[src/rtl/motor_ctrl_pkg.sv]
// Shared types and helpers for the motor ramp controller.
package motor_ctrl_pkg;

  typedef enum logic [1:0] {
    IDLE  = 2'd0,
    RAMP  = 2'd1,
    DEAD  = 2'd2,
    FAULT = 2'd3
  } state_e;

  localparam int SPEED_W_DEF = 3;

  // Largest speed code representable in w bits.
  function automatic int psw_max(input int w);
    return (1 << w) - 1;
  endfunction

endpackage

[src/rtl/motor_step_timer.sv]
// Reloading down-counter: ticks once every CYCLES enabled clocks after a clear.
module motor_step_timer #(
  parameter int CYCLES = 100
) (
  input  logic clk,
  input  logic rst_n,
  input  logic clear,
  input  logic enable,
  output logic tick
);

  localparam int CW = (CYCLES > 1) ? $clog2(CYCLES) : 1;
  localparam logic [CW-1:0] LOAD = CW'(CYCLES - 1);

  logic [CW-1:0] cnt;

  always_ff @(posedge clk or negedge rst_n) begin
    if (!rst_n) begin
      cnt <= LOAD;
    end else if (clear) begin
      cnt <= LOAD;
    end else if (enable) begin
      cnt <= (cnt == '0) ? LOAD : cnt - CW'(1);
    end else begin
      cnt <= cnt;
    end
  end

  assign tick = enable && !clear && (cnt == '0);

endmodule

[src/rtl/motor_ramp_ctrl.sv]
// Soft-start/soft-stop sequencer for the dc_motor PWM block: ramps psw one code per step,
// inserts a dead time around direction reversal and latches faults until cleared.
module motor_ramp_ctrl
  import motor_ctrl_pkg::*;
#(
  parameter int SPEED_W     = SPEED_W_DEF,
  parameter int STEP_CYCLES = 100,
  parameter int DEAD_CYCLES = 50
) (
  input  logic               clk,
  input  logic               rst_n,
  input  logic               cmd_valid,
  output logic               cmd_ready,
  input  logic [SPEED_W-1:0] cmd_speed,
  input  logic               cmd_dir,
  input  logic               fault_in,
  input  logic               fault_clr,
  output logic [SPEED_W-1:0] psw,
  output logic               dir,
  output logic               busy,
  output logic               at_speed,
  output logic               fault_latched
);

  localparam logic [SPEED_W-1:0] PSW_MAX = SPEED_W'(psw_max(SPEED_W));

  state_e             state;
  logic [SPEED_W-1:0] tgt_speed;
  logic               tgt_dir;
  logic               accept;
  logic               step_tick;
  logic               dead_tick;
  logic [SPEED_W-1:0] new_speed;
  logic               new_dir;
  logic [SPEED_W-1:0] eff;
  logic [SPEED_W-1:0] psw_step;

  assign cmd_ready     = (state == IDLE) || (state == RAMP);
  assign accept        = cmd_valid && cmd_ready;
  assign busy          = (state != IDLE);
  assign at_speed      = (state == IDLE);
  assign fault_latched = (state == FAULT);

  motor_step_timer #(.CYCLES(STEP_CYCLES)) u_step_timer (
    .clk    (clk),
    .rst_n  (rst_n),
    .clear  ((state != RAMP) || fault_in),
    .enable (state == RAMP),
    .tick   (step_tick)
  );

  motor_step_timer #(.CYCLES(DEAD_CYCLES)) u_dead_timer (
    .clk    (clk),
    .rst_n  (rst_n),
    .clear  ((state != DEAD) || fault_in),
    .enable (state == DEAD),
    .tick   (dead_tick)
  );

  // A command accepted this cycle already steers the step it coincides with.
  always_comb begin
    new_speed = accept ? cmd_speed : tgt_speed;
    new_dir   = accept ? cmd_dir : tgt_dir;
    eff       = (new_dir != dir) ? '0 : new_speed;
    psw_step  = psw;
    if (step_tick) begin
      if ((psw < eff) && (psw != PSW_MAX)) begin
        psw_step = psw + SPEED_W'(1);
      end else if (psw > eff) begin
        psw_step = psw - SPEED_W'(1);
      end else begin
        psw_step = psw;
      end
    end else begin
      psw_step = psw;
    end
  end

  // Sequencing FSM with target and drive registers; fault overrides everything.
  always_ff @(posedge clk or negedge rst_n) begin
    if (!rst_n) begin
      state     <= IDLE;
      psw       <= '0;
      dir       <= 1'b0;
      tgt_speed <= '0;
      tgt_dir   <= 1'b0;
    end else if (fault_in) begin
      state     <= FAULT;
      psw       <= '0;
      tgt_speed <= '0;
    end else begin
      case (state)
        IDLE: begin
          if (accept) begin
            tgt_speed <= cmd_speed;
            tgt_dir   <= cmd_dir;
            if ((cmd_speed == psw) && (cmd_dir == dir)) begin
              state <= IDLE;
            end else if ((psw == '0) && (cmd_dir != dir)) begin
              state <= DEAD;
            end else begin
              state <= RAMP;
            end
          end
        end
        RAMP: begin
          tgt_speed <= new_speed;
          tgt_dir   <= new_dir;
          psw       <= psw_step;
          if ((psw_step == eff) && (dir == new_dir)) begin
            state <= IDLE;
          end else if ((psw_step == '0) && (eff == '0)) begin
            state <= DEAD;
          end else begin
            state <= RAMP;
          end
        end
        DEAD: begin
          psw <= '0;
          if (dead_tick) begin
            dir   <= tgt_dir;
            state <= (tgt_speed == '0) ? IDLE : RAMP;
          end
        end
        FAULT: begin
          if (fault_clr) begin
            state <= IDLE;
          end
        end
        default: begin
          state <= IDLE;
          psw   <= '0;
        end
      endcase
    end
  end

endmodule

[config.mk]
export PLATFORM = sky130hd
export DESIGN_NAME = motor_ramp_ctrl
export DESIGN_NICKNAME = d
export VERILOG_FILES = /design/src/rtl/motor_ctrl_pkg.sv /design/src/rtl/motor_step_timer.sv /design/src/rtl/motor_ramp_ctrl.sv
export SDC_FILE = /design/constraint.sdc
export NUM_CORES = 1
export LEC_CHECK = 0
export BUFFER_PORTS_ARGS = -buffer_cell sky130_fd_sc_hd__buf_4
export CAP_MARGIN = 25
export CELL_PAD_IN_SITES_DETAIL_PLACEMENT = 0
export CELL_PAD_IN_SITES_GLOBAL_PLACEMENT = 1
export CORE_UTILIZATION = 40
export CTS_CLUSTER_DIAMETER = 50
export CTS_CLUSTER_SIZE = 28
export DETAILED_ROUTE_END_ITERATION = 8
export PLACE_DENSITY = 0.75
export SLEW_MARGIN = 20
export SYNTH_ARGS = -nofsm -noshare
export SYNTH_HDL_FRONTEND = slang
export SYNTH_SLANG_ARGS = --single-unit
[constraint.sdc]
create_clock -name clk -period 4.5 [get_ports clk]
set_clock_uncertainty 0.2 [all_clocks]
set_input_delay 0.675 -clock clk [delete_from_list [all_inputs] [get_ports clk]]
set_output_delay 0.675 -clock clk [all_outputs]
set_load 0.01 [all_outputs]
Word-level counts from Yosys, hierarchy flattened --
Cells that the tools add are included. Widths: inputs -> output; s select.
Storage, ports and cells: output and inout port bits 8, input bits 9, logic and storage cells 86, flip-flop bits (word level) 23
Operators by class: reductions and logical operators 31, eq/ne operators 15, add/sub/neg operators 4, mux-type cells 26, bitwise gates (word level) 1, magnitude comparators 2
Operators with widths (count):
- $mux 3 | 8
- $mux 7 | 3
- $mux 6 | 3
- $mux 2 | 8
- $logic_not 3->1 | 4
- $logic_and 1x1->1 | 10
- $ne 3x3->1 const B | 3
- $pmux 2 s4 | 1
- $reduce_bool 2->1 | 4
- $logic_not 7->1 | 1
- $sub 7x1->7 const B | 1
- $eq 3x3->1 | 2
- $logic_not 6->1 | 1
- $pmux 3 s2 | 1
- $reduce_and 3->1 | 2
- $sub 6x1->6 const B | 1
- $eq 2x2->1 const B | 2
- $add 3x1->3 const B | 1
- $gt 3x3->1 | 1
- $logic_or 1x1->1 | 3
- $lt 3x3->1 | 1
- $ne 3x2->1 const B | 1
- $reduce_bool 3->1 | 1
- $sub 3x1->3 const B | 1
- other kinds (11) | 15

Longest topological paths before layout --
Gate-level depths: netlist of run 1.
depth in word-level cells 16, depth in mapped cells 14, gate-level depth less buffers 13

By module --
Synthesis of run 1 repeated with hierarchy kept, for this count alone.
Unflattened totals: cell total of the unflattened synthesis 226, area, all modules 1958.1 µm²
Modules (own cells, without submodules):
- motor_ramp_ctrl | sequential area each 250.2 µm², instances 1, cells each 150, area each 1176.1 µm²
- motor_step_timer (u_step_timer) | sequential area each 180.2 µm², instances 1, cells each 42, area each 417.9 µm²
- motor_step_timer (u_dead_timer) | sequential area each 153.9 µm², instances 1, cells each 34, area each 364.1 µm²

Least setup slack after synthesis of run 1 --
No wires, ideal clock.
kind input to register, start input cmd_valid, end register state[1], data required time 4.224 ns, buffers on the path 0, arrival time 3.583 ns, setup slack 0.640 ns, library setup time 0.076 ns, cell stages on the path 12, cells stage by stage or2b_2 mux2i_1 nor3_1 inv_1 ha_1 nand2_1 a41o_4 a22o_4 and4_4 or3_4 or4_1 o21ai_1
On the way: cells in the longest elaborated chain, start to end 14, elaborated cells on any way between the ends 23, those cells by class order compare: 2; eq/ne: 4; mux: 10; reduce/logical: 7
RTL lines:
- start, declared | line motor_ramp_ctrl.sv:12 | input logic cmd_valid,
- $logic_and 1x1->1 * | line motor_ramp_ctrl.sv:39 | assign accept = cmd_valid && cmd_ready;
- $mux 1 | line motor_ramp_ctrl.sv:63 | new_dir = accept ? cmd_dir : tgt_dir;
- $ne 1x1->1 | line motor_ramp_ctrl.sv:64 | eff = (new_dir != dir) ? '0 : new_speed;
- $mux 3 | line motor_ramp_ctrl.sv:64
- $gt 3x3->1 / $lt 3x3->1 (equally long branches) | line motor_ramp_ctrl.sv:69, motor_ramp_ctrl.sv:67
- $mux 3 / $logic_and 1x1->1 (equally long branches) | line motor_ramp_ctrl.sv:69, motor_ramp_ctrl.sv:67
- $mux 3 | line motor_ramp_ctrl.sv:67 | if ((psw < eff) && (psw != PSW_MAX)) begin
- $mux 3 | line motor_ramp_ctrl.sv:66 | if (step_tick) begin
- $logic_not 3->1 | line motor_ramp_ctrl.sv:112 | end else if ((psw_step == '0) && (eff == '0)) begin
- $logic_and 1x1->1 | line motor_ramp_ctrl.sv:112
- $mux 2 | line motor_ramp_ctrl.sv:112
- $mux 2 | line motor_ramp_ctrl.sv:110 | if ((psw_step == eff) && (dir == new_dir)) begin
- $pmux 2 s4 | line motor_ramp_ctrl.sv:92 | case (state)
- $mux 2 | line motor_ramp_ctrl.sv:87 | end else if (fault_in) begin
- end signal, assigned | line motor_ramp_ctrl.sv:122 | state <= (tgt_speed == '0) ? IDLE : RAMP;
- end, declared | line motor_ramp_ctrl.sv:27 | state_e state;
Mark *: on every way between the ends. The rest lies on a longest branch, timed or not. A chain may end at the register's enable or synchronous reset.

Worst setup path after layout of run 1 --
Same ends and word-level chain as after synthesis.

==> results.md, run 1 <==
- The run finished with clean final reports.
- In this run, the number of DRC markers left after iteration 0 of detailed routing was 53.
- The total count of hold-check failures in the final report is 0.
- In the finished design, the share of the clock period the worst path needs comes to 0.854.
- The routed layout has 1460 vias.
- The worst-skew pair later-pin latency is 0.26 ns.
- The count of buffering cells on the critical path with inverters included is 2.
- From synthesis to final layout, the design area changed by 13.4%.
- The power density normalized to cell area is 299 mW/mm^2.
- The root buffer cell is clkbuf_8.
- The final setup violation count is 0.
- The leakage power summed over all cells is 0.849 nW.
- The placement-stage cell area is 0.00185 mm^2.
- Of the cells placed in the final design, the portion with a size suffix greater than 1 is 0.236.
- The number of instances in the synthesized netlist is 189.
- For this design, the slowest cell found on the critical path is or4_1.
- The nature of the critical path endpoint is a register.
- The kind of critical path is input pin to register.
- The worst min-delay path category is input pin to asynchronous set/reset pin.
- The setup check on the worst reg-to-reg path leaves a slack of 0.67 ns.
- TritonCTS created 3 clock buffers.
- In this run the worst path has a maximum fanout of 5.
- Synthesis inferred 23 register bits.
- The signal on the critical path passes through buf_4 > or2b_2 > mux2i_1 > nor3_1 > inv_1 > ha_1 > nand2_1 > a41o_4 > a22o_4 > and4_4 > or3_4 > or4_1 > o21ai_1.
- VDD sags by at most 261 uV.
- The die area is 0.00445 mm^2.
- For this configuration, the core starts out at a cell density of 0.419.
- The synthesized design contains 0 enable-type register cells.
- After detailed routing, the average wire length per cell comes to 15.8 um.
- The repair_antennas step left the layout with diodes totalling 0.
- The share of the Yosys chip area taken by registers is 0.349.
- The total power is 0.569 mW.
- For the worst setup path, the data required time is 4.49 ns.
- A synthesized cell averages 8.86 um^2.
- The routed wire length is 4.07 mm.
- The number of global-route vias before repair is 1480.
- In this run the core area contains 23 standard-cell rows.
- Post-CTS repair changed the size of 0 cells.
- Setup repair after global routing left no endpoint under its margin.
- The count of buffers added by post-CTS timing repair for setup is 0.
- The H-tree depth is 1.
- Once layout is complete, the utilization of the core stands at 0.475.
- The vertical die dimension is 66.7 um.
- In the synthesized netlist the async set-or-reset flop fraction comes to 1.00.
- Data arrives at the worst endpoint at 3.83 ns.
- The cell class contributing the biggest share of worst-path delay is simple AND/OR/NAND/NOR gates.
- The final cell count without fillers is 258.
- For this run, the number of Yosys warnings is 0.
- The count of buffers inserted at the top-level ports is 16.
- The clock transition at the registers of the reported paths is 0.08 ns.
- For the finished layout, the period the worst path requires is 3.84 ns.
- In the synthesized netlist the dominant register cell turns out to be dfrtp_1.
- After detailed routing, the number of remaining DRC violations is 0.
- After detailed routing, the number of vias per cell comes to 5.66.
- Once detail routing completed, the nets flagged for antenna violations numbered 0.
- The longest clock path from root to sink contains 2 buffers.
- The TritonCTS clock tree is yes.
- The worst pin sits at a relative slew slack of 0.558.
- The finished cells cover 0.00190 mm^2.
- The total global routing track utilization is 0.198.
- The width of the chip is 66.7 um.
- The count of boundary I/O pins is 17.
- The number of nets in the final layout is 227.
- For this run the aggregate overflow at the end of global routing stands at 0.
- The largest incremental delay on the critical path is 0.47 ns.
- The logic depth of the worst path, buffers included is 13.
- At the pin with the least slew margin, the transition time is 0.658 ns.
- The congestion estimate from routability-driven global placement came to 0.876.
- The maximum number of pins on one net before global-route repair is 24.
- The final HPWL from detailed placement is 3.15 mm.
- The hold buffer count at cts is 0.
- The count of cell types in the netlist is 48.
- The net count after synthesis is 207.
- The total negative setup slack is 0 ns.
- The region available for standard cell placement spans 0.00400 mm^2.
- The total clock sinks is 23.
- The number of pins with negative max-slew slack in the final report is 0.
- The critical path startpoint category is an input pin.
- The max-capacitance violation count is 0.
- The worst register-to-register path begins at state[1].
- The most critical setup path has its startpoint at cmd_valid.
- Summing every instance area after synthesis gives 0.00168 mm^2.
- The maximum clock rate is 260 MHz.
- The first global-routing pass estimated 6.64 mm of wire.
- The number of cells traversed by the worst register-to-register path is 12.
- After detailed placement, the design holds a cell count of 254.
- For this run, the detailed router's first-pass iteration total came to 4.
- The number of antenna violations at the first check in global routing is 0.
[layout by cell type (no fill, tap or decap), types with 2 or more instances in the layout]
cell and count:
nor2_1 25, nand2_1 24, buf_4 18, dfrtp_1 16, inv_1 11, ha_1 9, xnor2_1 8, nor3_1 7
dfstp_2 7, xor2_1 6, or2b_2 5, mux2i_1 5, a21oi_1 4, or3_1 4, a21o_2 4, a31oi_1 4
o21ai_0 4, nand3_1 3, a22oi_1 3, clkbuf_8 3, and2_2 2, or4_1 2, nor4_1 2, nor3b_1 2
o31ai_1 2, a211oi_1 2, a21o_1 2, nand2b_1 2, o22ai_1 2, mux2_2 2
[power by group]
part	switching, mW	internal (mW)
clock network	0.0652	0.0617
logic	0.111	0.0878
registers	0.0198	0.223
[cell type report]
type | count | area, um^2
inverter | 11 | 41.3
timing repair buffer | 18 | 135
tap | 50 | 62.6
multi-input combinational | 152 | 1030
sequential | 23 | 584
clock buffer | 3 | 41.3
clock inverter | 1 | 5.00
fill | 390 | 2100
[routing by layer]
metal,share of wire,up-vias,global-route usage
met3,0.043,6,0.0308
met1,0.44,703,0.248
met2,0.50,48,0.348
met5,0,-,0
met4,0.011,0,0.0505
li1,-,703,-
[worst register-to-register path: stages (launching register included)]
cell,delay (ns)
dfrtp_1,0.46
or2b_2,0.37
mux2i_1,0.21
nor3_1,0.29
inv_1,0.08
ha_1,0.32
nand2_1,0.15
a41o_4,0.30
a22o_4,0.25
and4_4,0.18
or3_4,0.37
or4_1,0.47
o21ai_1,0.12
[registers in the layout, summed over array words and instances (netlist names)]
register          cells
state                 2
dir                   1
tgt_dir               1
u_dead_timer.cnt      6
tgt_speed             3
u_step_timer.cnt      7
psw                   3
[Yosys cell counts, drive strengths merged (3+ instances only)]
cell    n  area, um^2
or3     5        36.3
a31oi   4        25.0
or2b    5        43.8
nor2   25        93.8
xor2    6        52.6
nor3    7        35.0
ha      9         113
dfrtp  16         400
mux2i   5        50.1
inv    11        41.3
a21oi   4        20.0
o21ai   5        25.0
and2    3        21.3
nand2  24        90.1
xnor2   8        70.1
dfstp   7         184
a21o    6        50.0
mux2    3        37.5
a22oi   3        22.5
nand3   3        15.0
[path summary, 6_finish.rpt]
check,to
max,state[1]
min,psw[0]
max reg2reg,state[1]
min reg2reg,u_step_timer.cnt[0]
max in group asynchronous,u_dead_timer.cnt[5]
min in group clk,u_step_timer.cnt[0]
[logic make-up (layout without fill, tap and decap cells)]
group / count (synthesis) / after routing / synth area share
flip-flops: 23 / 23 / 0.349
AND/OR/NAND/NOR: 85 / 85 / 0.258
buffers and inverters: 14 / 33 / 0.0366
multiplexers: 8 / 8 / 0.0523
adder cells (fa/ha/maj): 9 / 9 / 0.0672
XOR/XNOR: 14 / 14 / 0.0732
AO/OA/AOI/OAI: 36 / 36 / 0.164
[metrics by stage]
stage          setup slack (ns)  hold slack (ns)
2_1_floorplan             0.640            0.179
3_3_place_gp              0.584            0.236
3_5_place_dp              0.427            0.239
4_1_cts                   0.703           0.0950
5_1_grt                   0.505            0.107
6_report                  0.659           0.0946
Power figures use the tool's default switching activity.
==> run 2, diff against run 1 <==
- CTS_BUF_LIST: unset -> sky130_fd_sc_hd__clkbuf_2
==> results.md, run 2 (synthesis gave the netlist of run 1 again) <==
- The average wire per standard cell is 15.7 um.
- Across the run, the number of max-cap violations was 0.
- At the worst endpoint, the arrival time is 3.93 ns.
- No sink is reached through more buffers than the 2 on the longest clock path.
- The clock transition at the registers of the reported paths is 0.23 ns.
- For the worst setup path, the data required time is 4.58 ns.
- Of the cells placed in the final design, the portion with a size suffix greater than 1 is 0.234.
- met2 is the most crowded layer.
- The internal portion of the total power is 0.332 mW.
- The total clock sinks is 23.
- The total count of hold-check failures in the final report came to 0.
- The total number of vias is 1431.
- The smallest clock period supported by the final layout is computed as 3.85 ns.
- Leaving out fill and tap cells, the most frequent cell in the layout is nor2_1.
- The wire length of the first global-routing pass is 6.64 mm.
- Along the worst path, the maximum fanout reaches 7.
- CTS placed an instance of clkbuf_2 at the clock tree root.
- The startpoint of the most critical hold path is u_step_timer.cnt[6].
- For this configuration, the core starts out at a cell density of 0.419.
- The ratio of final minimum period to clock period is 0.855.
- Routability-driven placement finished with a final weighted congestion of 0.876.
- The design draws 0.526 mW.
- The total negative setup slack is 0 ns.
- The share of total power dissipated in sequential elements is 0.463.
- The analysis attributes to net switching a power of 0.194 mW.
- Setup violations remaining at the end of the flow were counted as 0.
- For this run, global-route usage on met3 was measured as 0.0360.
- More flip-flops sit in one register than any other, and that register is u_step_timer.cnt.
- The number of antenna violations at the first check in global routing is 0.
- The share of total power dissipated in the clock network is 0.160.
- The routed wire length is 4.08 mm.
- TritonCTS built the clock tree.
- The number of buffers created by CTS is 3.
- At the pin with the least slew margin, the transition time is 0.649 ns.
- The repair_antennas step left the layout with diodes totalling 0.
- The first detailed-routing pass ran for 4 iterations.
- The number of pins with negative max-slew slack in the final report is 0.
- After global routing the overflow that remains totals 0.
- The largest registers in the layout are u_step_timer.cnt: 7 flops, u_dead_timer.cnt: 6 flops.
- The area growth from synthesis to layout is 12.4%.
- In the routed design, unresolved DRC markers number 0.
- The maximum clock rate is 260 MHz.
- The min-delay analysis places its worst path in the category register to register.
- Counting cells, the worst reg-to-reg path comes to 12.
- Setup repair after global routing left no endpoint under its margin.
- Tracing the worst setup path back leads to its startpoint at state[1].
- The cell count of the worst hold path is 2.
- The flow ran to the end, and the final reports show no timing, DRC or antenna violations.
- The average via count per standard cell is 5.53.
- The wire-length estimate of the detail-placed layout is 3.15 mm.
- Traced cell by cell, the critical path runs through or2b_2 > mux2i_1 > nor3_1 > inv_1 > ha_1 > nand2_1 > a41o_4 > a22o_4 > and4_4 > or3_4 > or4_1 > o21ai_1.
- The worst setup path is launched from a register.
- The floorplan has 23 rows.
- In this run the tool buffered the top-level ports with 16 buffer cells.
- The floorplan step set the die height to 66.7 um.
- The antenna violation net count after detailed routing is 0.
- The die is 66.7 um wide.
- The die area is 0.00445 mm^2.
- For this run, the slowest stage of the critical path takes 0.51 ns.
- The critical path in this run is classified as register to register.
- The highest ir drop seen on vdd is 219 uV.
- The number of global-route vias before repair is 1484.
- The met1 track utilization from global routing is 0.247.
- The largest individual stage delay along the critical path comes from the cell dfrtp_1.
- The worst-case headroom to the max-slew limit is 0.564.
- The register with the most flip-flops in the layout has 7 of them.
- Of the total power, the share spent switching nets is 0.368.
- The maximum number of pins on one net before global-route repair is 24.
- The hold buffer count at cts is 1.
- The nature of the critical path endpoint is a register.
- The total global routing track utilization is 0.198.
- In the layout the commonest cells are nor2_1, nand2_1, buf_4.
- The worst-skew pair later-pin latency is 0.33 ns.
- For met2 alone, demand over resource in global routing was 0.348.
- In this run, post-CTS repair resized a total of 0 instances.
- The analysis attributes to cell leakage a power of 0.845 nW.
- The count of boundary I/O pins is 17.
- After the last flow step, the layout net total stands at 228.
- The total core area is 0.00400 mm^2.
- Of the total power, combinational logic draws 0.377.
- CTS built an H-tree with a depth of 1.
- The violation count after the first detailed-routing iteration is 74.
- The startpoint of the worst register-to-register path is state[1].
- The power density normalized to cell area is 279 mW/mm^2.
- The count of buffers added by post-CTS timing repair for setup is 0.
[run 2: cell count changes in the layout (fill, tap and decap cells not counted)]
cell | before | now
clkbuf_2 | 0 | 3
clkbuf_8 | 3 | 0
dlygate4sd3_1 | 0 | 1
[run 2: path summary, 6_finish.rpt]
path / to / slack, ns
max: state[1] / 0.65
min: u_step_timer.cnt[6] / 0.28
max reg2reg: state[1] / 0.65
min reg2reg: u_step_timer.cnt[6] / 0.28
max in group asynchronous: u_dead_timer.cnt[0] / 3.28
min in group asynchronous: psw[0] / 0.53
[run 2: final cells by class]
type                    instances  area [um^2]
clock inverters                 1         5.00
clock buffers                   3         15.0
fillers                       397         2120
inverters                      11         41.3
multi-input cells             152         1030
well taps                      50         62.6
repair buffers                 19          145
flip-flops and latches         23          584
[run 2: per-stage QoR]
| step | cell area [um^2] | instances | util | worst slack, ns | hold WS (ns) |
|---|---|---|---|---|---|
| global route | 1880 | 259 | 0.471 | 0.479 | 0.297 |
| finish | 1880 | 259 | 0.471 | 0.652 | 0.276 |
| global placement | 1850 | 254 | 0.463 | 0.584 | 0.236 |
| detailed placement | 1850 | 254 | 0.463 | 0.427 | 0.239 |
| floorplan | 1680 | 189 | - | 0.640 | 0.179 |
| CTS | 1880 | 259 | 0.471 | 0.684 | 0.279 |
[run 2: power by group through the flow]
stage / clock (mW) / sequential [mW] / combinational [mW]
detailed placement: 0 / 0.247 / 0.196
finish: 0.0840 / 0.243 / 0.198
CTS: 0.0875 / 0.243 / 0.198
global placement: 0 / 0.246 / 0.193
floorplan: 0 / 0.237 / 0.146
global route: 0.0976 / 0.247 / 0.218
[run 2: routing by layer]
layer  share of wire  wire length [um]
met4          0.0088                36
met5               0                 0
met1            0.45              1820
met3           0.034               140
met2            0.51              2080
[run 2: critical path: cells and delay by family, from the launching register on]
| kind | cells | cell delay [ns] |
|---|---|---|
| compound gates | 3 | 0.66 |
| fa+ha+maj | 1 | 0.33 |
| flops | 1 | 0.51 |
| simple gates | 6 | 1.81 |
| buf+inv | 1 | 0.08 |
| mux | 1 | 0.21 |
